[src/rtl/clken_gen.sv]
`default_nettype none
// ---------------------------------------------------------------------------
// clken_gen : NCH fractional NUM/DEN clock-enable strobes plus delayed copies
// Rev 1.0
// ---------------------------------------------------------------------------
module clken_gen #(
  parameter int                   NCH      = 2,
  parameter int                   ACC_W    = 8,
  parameter int                   DEN      = 25,
  parameter logic [NCH*ACC_W-1:0] NUM_INIT = {8'd6, 8'd8},
  parameter int                   DLY      = 2,
  localparam int                  SEL_W    = (NCH > 1) ? $clog2(NCH) : 1
) (
  input  logic             clk,
  input  logic             reset_n,
  input  logic             sync,
  input  logic             num_wr,
  input  logic [SEL_W-1:0] num_sel,
  input  logic [ACC_W-1:0] num_data,
  output logic             num_busy,
  output logic             frame_start,
  output logic [NCH-1:0]   cen,
  output logic [NCH-1:0]   cen_dly
);

  localparam logic [ACC_W:0]   DEN_W     = (ACC_W+1)'(DEN);
  localparam logic [ACC_W-1:0] DEN_N     = ACC_W'(DEN);
  localparam logic [ACC_W-1:0] FCNT_LAST = ACC_W'(DEN - 1);
  localparam logic [SEL_W:0]   NCH_W     = (SEL_W+1)'(NCH);

  logic [NCH-1:0][ACC_W-1:0] acc_q, acc_d;
  logic [NCH-1:0][ACC_W-1:0] num_q, num_d;
  logic [NCH-1:0]            cen_q, cen_d;
  logic [ACC_W-1:0]          fcnt_q, fcnt_d;
  logic                      fs_q, fs_d;
  logic                      busy_q, busy_d;
  logic [ACC_W-1:0]          pval_q, pval_d;
  logic [SEL_W-1:0]          psel_q, psel_d;
  logic [DLY-1:0][NCH-1:0]   dly_q, dly_d;

  logic w_wrap;
  logic w_apply;
  logic w_wr_ok;

  assign w_wrap  = (fcnt_q == FCNT_LAST);
  assign w_apply = sync | w_wrap;
  assign w_wr_ok = num_wr & ({1'b0, num_sel} < NCH_W);

  for (genvar i = 0; i < NCH; i++) begin : g_ch
    logic [ACC_W-1:0] n_eff;
    logic [ACC_W:0]   sum;
    logic [ACC_W-1:0] diff;
    logic             hit;

    // Numerators above DEN saturate to a continuous enable.
    assign n_eff = ({1'b0, num_q[i]} > DEN_W) ? DEN_N : num_q[i];
    assign sum   = {1'b0, acc_q[i]} + {1'b0, n_eff};
    assign hit   = (sum >= DEN_W);
    assign diff  = sum[ACC_W-1:0] - DEN_N;

    assign acc_d[i] = sync ? '0 : (hit ? diff : sum[ACC_W-1:0]);
    assign cen_d[i] = ~sync & hit;
    assign num_d[i] = (w_apply && busy_q && (psel_q == SEL_W'(i))) ? pval_q : num_q[i];
  end

  if (DLY == 1) begin : g_dly1
    assign dly_d = cen_q;
  end else begin : g_dlyn
    assign dly_d = {dly_q[DLY-2:0], cen_q};
  end

  // A write landing on the apply edge survives as the next pending value.
  always_comb begin
    fcnt_d = w_wrap ? '0 : fcnt_q + ACC_W'(1);
    fs_d   = w_wrap;
    busy_d = busy_q;
    pval_d = pval_q;
    psel_d = psel_q;
    if (sync) begin
      fcnt_d = '0;
      fs_d   = 1'b1;
    end
    if (w_apply) begin
      busy_d = 1'b0;
    end
    if (w_wr_ok) begin
      busy_d = 1'b1;
      pval_d = num_data;
      psel_d = num_sel;
    end
  end

  always_ff @(posedge clk or negedge reset_n) begin
    if (!reset_n) begin
      acc_q  <= '0;
      num_q  <= NUM_INIT;
      cen_q  <= '0;
      fcnt_q <= '0;
      fs_q   <= 1'b0;
      busy_q <= 1'b0;
      pval_q <= '0;
      psel_q <= '0;
      dly_q  <= '0;
    end else begin
      acc_q  <= acc_d;
      num_q  <= num_d;
      cen_q  <= cen_d;
      fcnt_q <= fcnt_d;
      fs_q   <= fs_d;
      busy_q <= busy_d;
      pval_q <= pval_d;
      psel_q <= psel_d;
      dly_q  <= dly_d;
    end
  end

  assign cen         = cen_q;
  assign cen_dly     = dly_q[DLY-1];
  assign frame_start = fs_q;
  assign num_busy    = busy_q;

endmodule
`default_nettype wire
[config.mk]
export PLATFORM = sky130hd
export DESIGN_NAME = clken_gen
export DESIGN_NICKNAME = d
export VERILOG_FILES = /design/src/rtl/clken_gen.sv
export SDC_FILE = /design/constraint.sdc
export NUM_CORES = 1
export LEC_CHECK = 0
export ABC_AREA = 0
export ABC_CLOCK_PERIOD_IN_PS = 6200
export BUFFER_PORTS_ARGS = -buffer_cell sky130_fd_sc_hd__buf_2
export CAP_MARGIN = 0
export CORE_MARGIN = 5
export CORE_UTILIZATION = 40
export CTS_CLUSTER_DIAMETER = 150
export DETAILED_ROUTE_END_ITERATION = 8
export PLACE_DENSITY = 0.67
export SETUP_SLACK_MARGIN = 0.2
export SLEW_MARGIN = 20
export SYNTH_ARGS = -nofsm -noshare
export SYNTH_HDL_FRONTEND = slang
export SYNTH_SLANG_ARGS = --single-unit
[constraint.sdc]
create_clock -name clk -period 6.2 [get_ports clk]
set_input_delay 0.31 -clock clk [delete_from_list [all_inputs] [get_ports clk]]
set_output_delay 0.31 -clock clk [all_outputs]
set_load 0.1 [all_outputs]
* Word level (Yosys, flattened, before mapping)
Index checks and enable logic that the tools add are counted.
** Operators by class
- Add/subtract/negate cells :: 5
- Magnitude comparators :: 4
- Eq/ne operators :: 1
- Multiplexer cells :: 11
- Bitwise gates (word level) :: 5
- Reduce and logical (&&, ||, !) cells :: 4
** Operator list (number)
- $mux 8 :: 8
- $add 8x8->9 :: 2
- $ge 9x5->1 const B :: 2
- $gt 8x5->1 const B :: 2
- $sub 8x5->8 const B :: 2
- $add 8x1->8 const B :: 1
- $eq 8x5->1 const B :: 1
- $logic_and 1x1->1 :: 3
- $mux 1 :: 3
- $and 1x1->1 :: 2
- $not 1->1 :: 2
- $reduce_bool 2->1 :: 1
- $or 1x1->1 :: 1
** Word-level totals
- Flip-flop bits (word level) :: 57
- Bits of input ports :: 13
- Output and inout bits :: 6
- Word-level logic and storage cells :: 42

* Depth between registers and ports, before layout
Gate-level depths: netlist of run 1.
- Depth in word-level cells :: 6
- Gate-level depth with buffers :: 11
- Gate-level depth less buffers :: 11

* Worst setup path after synthesis of run 1
OpenSTA, ideal clock, no wires.
- Path type :: register to register
- Start point :: register num_q[7] (netlist bit)
- End point :: register acc_q[4] (netlist bit)
- Setup time :: 0.125 ns
- Arrival :: 2.981 ns
- Data required time :: 6.075 ns
- Path slack :: 3.093 ns
- Stages on the path, launching flop included :: 12
- Path buffers :: 0
- Period minus slack after synthesis :: 3.107 ns
- Cell sequence :: dfrtp_1 nor3_1 o211ai_1 ha_1 fa_1 a211oi_2 o21ba_1 nor4_4 a221oi_4 nand3_2 and3_1 mux2_4
** RTL lines
- start: declaration :: line 32 : logic [NCH-1:0][ACC_W-1:0] num_q, num_d;
- start signal: assignment :: line 106 : num_q <= num_d;
- end signal: assignment :: line 95 : acc_q <= '0;
- end signal: assignment :: line 105 : acc_q <= acc_d;
- end: declaration :: line 31 : logic [NCH-1:0][ACC_W-1:0] acc_q, acc_d;

==> results of run 1 <==
flip-flops by register name (all words and copies together), names as in the netlist:
| name | count |
|---|---|
| acc_q | 16 |
| cen | 2 |
| cen_dly | 2 |
| dly_d | 2 |
| fcnt_q | 8 |
| frame_start | 1 |
| num_busy | 1 |
| num_q | 16 |
| psel_q | 1 |
| pval_q | 8 |
metal layers:
metal	vias up	routed length, um
met5	-	0
met1	1066	2900
met3	4	247
met2	48	2780
li1	1147	-
met4	0	26
area by class of cell:
type / count / area, um2 / share of cell area (%)
clock inverter: 6 / 72.6 / 1.95
tap: 105 / 131 / 3.54
clock buffer: 10 / 138 / 3.70
multi-input combinational: 233 / 1800 / 48.4
inverter: 13 / 48.8 / 1.31
sequential: 57 / 1430 / 38.5
timing repair buffer: 19 / 97.6 / 2.63
how the worst max path moves through the flow:
| stage | from | endpoint | depth (start not counted) | slack, ns |
|---|---|---|---|---|
| 2_1_floorplan | num_q[7] | acc_q[4] | 11 | 3.09 |
| 3_3_place_gp | num_q[7] | acc_q[4] | 10 | 2.78 |
| 3_5_place_dp | num_q[7] | acc_q[4] | 10 | 2.68 |
| 4_1_cts | num_q[7] | acc_q[4] | 10 | 2.64 |
| 5_1_grt | num_q[7] | acc_q[4] | 10 | 2.43 |
| 6_report | num_q[7] | acc_q[4] | 10 | 2.63 |
through the flow:
stage | power, mW | area, um2 | setup slack, ns | std cells
5_1_grt | 1.90 | 3710 | 2.43 | 443
3_5_place_dp | 1.37 | 3500 | 2.68 | 427
3_3_place_gp | 1.35 | 3500 | 2.78 | 427
6_report | 1.74 | 3710 | 2.63 | 443
2_1_floorplan | 1.23 | 3320 | 3.09 | 309
4_1_cts | 1.76 | 3710 | 2.64 | 443
critical path, delay by kind of cell, from the launching register on:
family,cells,cell delay (ns)
simple gates,4,1.11
mux,1,0.29
fa+ha+maj,2,0.70
compound gates,2,0.52
flops,1,0.38
xor+xnor,1,0.45
cell families (layout without fill, tap and decap cells):
kind of cell | after synthesis | count (layout) | synth area share [%]
buffers and inverters | 19 | 48 | 2.84
xor gates and xnor gates | 14 | 14 | 3.71
DFF | 57 | 57 | 43.3
muxes | 29 | 29 | 9.93
AOI/OAI and AO/OA | 56 | 56 | 13.2
adders and majority gates | 24 | 24 | 9.55
and+or+nand+nor | 104 | 104 | 17.3
other | 1 | 6 | 0.114
synth_stat cells, types with 2 or more instances:
library cell	n	share of area (%)
nand2_1	23	2.6
nand3_1	13	2.0
and3_4	2	0.68
and3_1	8	1.5
fa_1	2	1.2
o21a_1	2	0.45
nand2b_1	6	1.1
nor2b_1	3	0.57
a21oi_2	2	0.53
a31oi_1	2	0.38
xor2_1	4	1.1
inv_1	13	1.5
o211ai_1	3	0.68
nand4b_1	2	0.53
and4_1	2	0.53
buf_4	2	0.45
nor3_1	5	0.76
nor3b_2	2	0.76
dfrtp_1	54	41
xnor2_1	10	2.7
ha_1	22	8.3
a21oi_1	18	2.7
mux2_2	25	8.5
dfstp_2	3	2.4
o21ai_0	5	0.76
clkbuf_1	2	0.23
mux2i_1	2	0.61
nor2_1	26	3.0
a21o_1	6	1.4
or3_1	3	0.57
report_power, final:
| group | internal [mW] | switching, mW |
|---|---|---|
| registers | 0.461 | 0.0401 |
| clock network | 0.201 | 0.164 |
| logic | 0.364 | 0.511 |
| total | 1.03 | 0.715 |
==> flow_summary.yaml, run 1 <==
outcome:
  outcome: "finished, final reports clean"
routing:
  via_count: 2265
  drc: 0
  ant_nets: 0
  avgViaCountPerCell: 5.11
  drt_pass1_iterations: 4
  drt_iter0_drc: 126
  drt_wl_total_mm: 5.96
  wl_per_cell_um: 13.4
sta:
  finalHoldViolCount: 0
  finClkSkew_ns: 0.00756
  slew_viol_final: 0
  timing.final.crit_period_ns: 3.57
  finalSetupTns_ns: 0
  worst_slew_pin_slew_ns: 0.708
  fin_crit_sh_pct: 57.6
  rsz0062_at_grt: "no"
  slew_headroom_pct: 52.8
  fmax_mhz: 280
  finalSetupViolCount: 0
  holdWs_ns: 0.110
power_and_ir_drop:
  powerDensity_nw_per_um2: 469
  leakagePower_nw: 1.73
  ir_drop_mv: 0.278
final_layout:
  mostFrequentLayoutCell: "dfrtp_1"
  antenna_cells: 0
  layout_common_cells: "dfrtp_1, nor2_1, mux2_2, nand2_1, ha_1"
  fin_util_pct: 45.7
  area_delta_synth_final_pct: 12.5
  nNetsFinal: 370
  drive_above_1_share_pct: 24.3
  fill_cells: 745
cts:
  cts_tree: "done"
  cts_resized: 0
  hold_buffers: 0
  cts.sink_count: 57
  clockBufferDepth: 2
  h-tree-depth: 3
  clkTransAtPathRegs_ns: 0.08
  cts_buffers: 9
  clkLatencyLatePin_ns: 0.34
  cts_setup_buffers: 0
  cts_root_buf: "clkbuf_8"
critical_path:
  path_class: "reg2reg"
  critPathCaptureType: "flop"
  critPathRequiredTime_ns: 6.43
  cpPeakStageDelay_ns: 0.45
  r2r-start: "num_q[7]"
  r2r_end: "acc_q[4]"
  r2r_setup_slack_ns: 2.63
  crit_slowest_cell: "nor3_1"
  start_kind: "flop"
  path_cells: "nor3_1, o211ai_1, ha_1, fa_1, xnor2_1, nand3_1, a221oi_4, nand3_2, and3_1, mux2_4"
  cp.arrival_ns: 3.80
  ff2ff_path_depth: 10
  path_max_fanout: 6
die:
  io_pins: 19
  start_util_pct: 40.6
  core_area_um2: 8130
  die_y_um: 101
  dieArea_um2: 10200
  rows: 33
  die_w_um: 101
logic_synthesis:
  ys.flop_type: "dfrtp_1"
  synth-seq-cells: 57
  yosysWarnings: 0
  synth.distinct_cells: 62
  async_flop_share_pct: 100
  synth.avg_cell_area_um2: 10.9
  synth_edf_count: 0
  synth_area_um2: 3300
  ys_seq_area_share_pct: 43.3
  postSynthCellCount: 304
grt:
  grt_pass1_wl_mm: 10.6
  grt_pass1_vias: 2291
  gr-total-overflow: 0
  grt_usage_pct: 13.0
  grt_max_degree: 58
  grt_use_met3_pct: 4.36
  busiest_layer: "met2"
  grtUsageMet2_pct: 20.4
  met1_usage_pct: 17.6
  antenna_found_initial: 0
placed_design:
  portBuffers: 18
  place.gp.congestion: 0.814
  dp_hpwl_mm: 4.31
run:
  maxCapViolCount: 0
worst_hold_path:
  min-delay-path-class: "in2async"
(Power assumes the default switching activity.)
==> run 2: changes to the inputs <==
- ABC_CLOCK_PERIOD_IN_PS: 6200 -> 3600
- clock period: 6.2 -> 3.6 ns (I/O delays scaled with it)
==> run 2 against run 1 <==
Compared with the run above:
- power is 84% higher
- fmax increased by 12%
- core utilization up 2.1 points
- clock skew is 0.0041 ns higher
- critical endpoint is now acc_q[6]
- non-clock buffer count grew 10
- wire length rose by 4.9%
- combinational power rose by 89%
- cell area rose by 4.5%
- die area unchanged
- sequential share of layout area shrank 1.7 points
- via count grew 2.1%
- global-route usage is 0.61 points higher
==> flow_summary.yaml, run 2 (synthesis gave the netlist of run 1 again) <==
placed_design:
  dpl_worst_slack_ns: 0.319
  dp_hpwl_mm: 4.50
  dpl-instance-area_um2: 3530
  portBuffers: 18
  place.gp.congestion: 0.825
critical_path:
  path_buf_inv: 2
  start_kind: "flop"
  path_cells: "nor3_2, o211ai_1, ha_2, fa_2, a211oi_4, buf_4, nor3b_4, nor4_4, buf_4, a31oi_2, and3_4, or3_1, a21oi_2"
  critPathCaptureType: "flop"
  path_max_fanout: 4
  cpPeakStageDelay_ns: 0.45
  critPathRequiredTime_ns: 3.87
  cp.arrival_ns: 3.46
  cp_common_cell: "buf_4"
  path_class: "reg2reg"
  crit_slowest_cell: "fa_2"
  critPathTopFamily: "simple AND/OR/NAND/NOR gates"
routing:
  via_count: 2313
  ant_nets: 0
  avgViaCountPerCell: 5.11
  drt_iter0_drc: 57
  drt_pass1_iterations: 4
  wl_per_cell_um: 13.8
  drc: 0
  drt_wl_total_mm: 6.25
final_layout:
  layout_common_cells: "dfrtp_1, nor2_1, mux2_2, nand2_1, ha_1"
  nNetsFinal: 380
  multi_input_area_um2: 1870
  reg_top3: "acc_q (16), num_q (16)"
  seq_area_um2: 1430
  antenna_cells: 0
  mostFrequentLayoutCell: "dfrtp_1"
  drive_above_1_share_pct: 28.7
  fin_area_um2: 3880
  area_delta_synth_final_pct: 17.6
  fill_cells: 734
die:
  die_w_um: 101
  dieArea_um2: 10200
  core_area_um2: 8130
  io_pins: 19
  die_y_um: 101
  start_util_pct: 40.6
  rows: 33
power_and_ir_drop:
  p_sw_share_pct: 40.0
  clkPwrFrac_pct: 21.2
  p_int_mw: 1.92
  p_seq_share_pct: 27.2
  p_sw_mw: 1.28
  powerDensity_nw_per_um2: 825
  ir_drop_mv: 0.430
  combPwrFrac_pct: 51.6
  leakagePower_nw: 1.79
worst_hold_path:
  min-delay-path-class: "in2reg"
outcome:
  outcome: "finished, final reports clean"
sta:
  slew_viol_final: 0
  fmax_mhz: 314
  slew_headroom_pct: 47.4
  timing.final.crit_period_ns: 3.19
  finalSetupViolCount: 0
  rsz0062_at_grt: "yes"
  finalSetupTns_ns: 0
  fin_crit_sh_pct: 88.5
  fin_ws_ns: 0.415
  worst_slew_pin_slew_ns: 0.789
  finClkSkew_ns: 0.0117
  finalHoldViolCount: 0
cts:
  cts.sink_count: 57
  h-tree-depth: 3
  clkTransAtPathRegs_ns: 0.07
  cts_root_buf: "clkbuf_8"
  cts_tree: "done"
  clockBufferDepth: 2
  clkLatencyLatePin_ns: 0.34
  cts_buffers: 9
grt:
  grt_pass1_wl_mm: 10.9
  antenna_found_initial: 0
  gr-total-overflow: 0
  grt_max_degree: 34
  grt_usage_pct: 13.6
  grt_pass1_vias: 2276
run:
  maxCapViolCount: 0
[run 2: path summary, 6_finish.rpt]
| check | depth (start not counted) | to | start | slack, ns |
|---|---|---|---|---|
| min in group asynchronous | 2 | dly_d[2] | reset_n | 0.46 |
| worst max-delay path | 13 | acc_q[6] | num_q[5] | 0.41 |
| worst max register to register | 13 | acc_q[6] | num_q[5] | 0.41 |
| worst min register to register | 0 | cen_dly[1] | dly_d[3] | 0.35 |
| max in group asynchronous | 3 | num_q[10] | reset_n | 2.28 |
| worst min-delay path | 2 | pval_q[5] | num_data[5] | 0.07 |
[run 2: worst register-to-register path, delay by kind of cell, from the launching register on]
family | cells | cell delay [ns]
AOI/OAI and AO/OA | 4 | 0.65
adders and majority gates | 2 | 0.67
buffers and inverters | 2 | 0.34
DFF | 1 | 0.38
and+or+nand+nor | 5 | 1.08
[run 2: final cells by class]
| class | instances | area share, % |
|---|---|---|
| multi-input cells | 233 | 48.1 |
| clock inverters | 6 | 2.35 |
| flip-flops and latches | 57 | 36.8 |
| inverters | 13 | 1.26 |
| repair buffers | 29 | 4.51 |
| clock buffers | 10 | 3.54 |
| well taps | 105 | 3.38 |
[run 2: through the flow]
stage / utilization [%] / power, mW / std cells / hold WS (ns)
floorplan: - / 2.11 / 309 / -0.116
global placement: 43.5 / 2.34 / 431 / 0.305
detailed placement: 43.5 / 2.39 / 431 / 0.308
CTS: 46.4 / 3.08 / 448 / 0.0489
global route: 47.7 / 3.46 / 453 / 0.0360
finish: 47.7 / 3.21 / 453 / 0.0663
[run 2: per-layer routing]
metal	global-route usage [%]	share of wire, %	wire (um)	vias up
met5	0	0	0	-
met3	5.26	3.7	232	6
met1	18.0	48	3020	1109
met4	3.73	0.91	57	0
li1	-	-	-	1166
met2	21.0	47	2930	32
[run 2: timing repair]
action	in CTS	in global routing
hold buffers	1	0
hold endpoints to repair	31	0
resized for setup	0	13
buffers inserted	0	5
endpoints found under the setup margin	0	12
[run 2: power groups by stage]
| stage | combinational (mW) | clock [mW] | sequential, mW |
|---|---|---|---|
| after floorplan | 1.21 | 0 | 0.899 |
| after global placement | 1.47 | 0 | 0.873 |
| after detailed placement | 1.51 | 0 | 0.883 |
| after CTS | 1.51 | 0.701 | 0.871 |
| after global routing | 1.84 | 0.732 | 0.890 |
| final | 1.65 | 0.680 | 0.872 |
==> run 3: changes to the inputs <==
- HOLD_SLACK_MARGIN: unset -> 0.1
==> run 3 against run 2 <==
Compared with the run above:
- critical path depth stayed put
- register-to-register slack is essentially flat
- wire length up 1.2%
- flip-flop and latch count unchanged
- global-route usage rose by 0.18 points
- clock power hardly changed
- power increased by 0.17%
- cell area rose by 2.3%
- sequential power barely moved
- core utilization grew 1.1 points
- critical endpoint unchanged
- highest routed layer unchanged
==> flow_summary.yaml, run 3 (synthesis gave the netlist of run 1 again) <==
outcome:
  outcome: "finished, final reports clean"
power_and_ir_drop:
  leakagePower_nw: 1.83
  design_power_total_mw: 3.21
  ir_drop_mv: 0.434
  powerDensity_nw_per_um2: 808
die:
  rows: 33
  start_util_pct: 40.6
  die_y_um: 101
  dieArea_um2: 10200
  die_w_um: 101
  io_pins: 19
  core_area_um2: 8130
routing:
  ant_nets: 0
  avgViaCountPerCell: 5.10
  via_count: 2358
  drt_iter0_drc: 85
  drt_wl_total_mm: 6.32
  drc: 0
  wl_per_cell_um: 13.7
  drt_pass1_iterations: 4
final_layout:
  nNetsFinal: 389
  fill_cells: 714
  seq_area_um2: 1430
  layout_common_cells: "dfrtp_1, nor2_1, mux2_2, nand2_1, ha_1"
  area_delta_synth_final_pct: 20.3
  reg_top3: "acc_q (16), num_q (16)"
  antenna_cells: 0
  drive_above_1_share_pct: 28.0
  mostFrequentLayoutCell: "dfrtp_1"
  multi_input_area_um2: 1870
critical_path:
  cpPeakStageDelay_ns: 0.45
  r2r_setup_slack_ns: 0.42
  crit_slowest_cell: "fa_2"
  r2r_end: "acc_q[6]"
  start_kind: "flop"
  path_max_fanout: 4
  r2r-start: "num_q[5]"
  critPathCaptureType: "flop"
  cp_common_cell: "buf_4"
  path_cells: "nor3_2, o211ai_1, ha_2, fa_2, a211oi_4, buf_4, nor3b_4, nor4_4, buf_4, a31oi_2, and3_4, or3_1, a21oi_2"
  ff2ff_path_depth: 13
  cp.arrival_ns: 3.45
  critPathRequiredTime_ns: 3.87
  path_class: "reg2reg"
grt:
  grt_usage_pct: 13.8
  grt_pass1_vias: 2328
  antenna_found_initial: 0
  gr-total-overflow: 0
  grt_max_degree: 34
  grt_pass1_wl_mm: 11.1
cts:
  cts_tree: "done"
  cts_root_buf: "clkbuf_8"
  clkLatencyLatePin_ns: 0.34
  cts.sink_count: 57
  clockBufferDepth: 2
  cts_buffers: 9
  h-tree-depth: 3
  clkTransAtPathRegs_ns: 0.07
sta:
  timing.final.crit_period_ns: 3.18
  finalHoldViolCount: 0
  rsz0062_at_grt: "yes"
  finClkSkew_ns: 0.0122
  fin_crit_sh_pct: 88.3
  slew_headroom_pct: 47.8
  finalSetupViolCount: 0
  worst_slew_pin_slew_ns: 0.784
  holdWs_ns: 0.218
  fmax_mhz: 314
  slew_viol_final: 0
  fin_ws_ns: 0.419
  finalSetupTns_ns: 0
worst_hold_path:
  holdPathStages: 2
  hold_end: "num_busy"
  min-delay-path-class: "in2reg"
  holdCritStartpoint: "num_wr"
run:
  maxCapViolCount: 0
placed_design:
  place.gp.congestion: 0.825
  dp_hpwl_mm: 4.50
  portBuffers: 18
  dpl_worst_slack_ns: 0.319
## run 3: power by group
group / internal (mW) / leakage, nW / switching [mW] / total [mW]
Clock: 0.410 / 0.116 / 0.268 / 0.679
Combinational: 0.725 / 1.01 / 0.935 / 1.66
Sequential: 0.794 / 0.705 / 0.0781 / 0.872
## run 3: stage by stage
stage | area, um2 | instances | util (%)
2_1_floorplan | 3320 | 309 | -
3_5_place_dp | 3530 | 431 | 43.5
6_report | 3970 | 462 | 48.9
4_1_cts | 3860 | 457 | 47.5
3_3_place_gp | 3530 | 431 | 43.5
5_1_grt | 3970 | 462 | 48.9
## run 3: worst max-delay path by stage
stage          depth (start not counted)         to       from  slack, ns
6_report                              13   acc_q[6]   num_q[5]       0.42
5_1_grt                               12   acc_q[4]   num_q[5]       0.19
4_1_cts                               11  acc_q[12]  num_q[15]       0.30
3_5_place_dp                          11  acc_q[12]  num_q[15]       0.32
3_3_place_gp                          11  acc_q[12]  num_q[15]       0.32
2_1_floorplan                         11   acc_q[4]   num_q[7]       0.49
## run 3: final cells by class
class / count / share of cell area, %
clock buffers: 10 / 3.46
clock inverters: 6 / 2.30
inverters: 13 / 1.23
multi-input cells: 233 / 47.0
flip-flops and latches: 57 / 36.0
well taps: 105 / 3.31
repair buffers: 38 / 6.68
## run 3: layer usage
metal  track usage, %  up-vias  routed length (um)
li1                 -     1183                   -
met1             18.0     1134                3010
met2             21.6       34                3030
met3             5.12        7                 224
met4             3.73        0                  59
met5                0        -                   0
## run 3: repair_timing
action | in CTS | in global routing
endpoints found under the setup margin | 0 | 12
setup buffers | 0 | 5
hold buffers | 10 | 0
endpoints found under the hold margin | 40 | 0
gates resized for setup | 0 | 13
## run 3: worst max-delay path, delay by kind of cell (launching register included)
family	cells	cell delay, ns
compound gates	4	0.64
flops	1	0.38
fa+ha+maj	2	0.67
buf+inv	2	0.33
simple gates	5	1.08
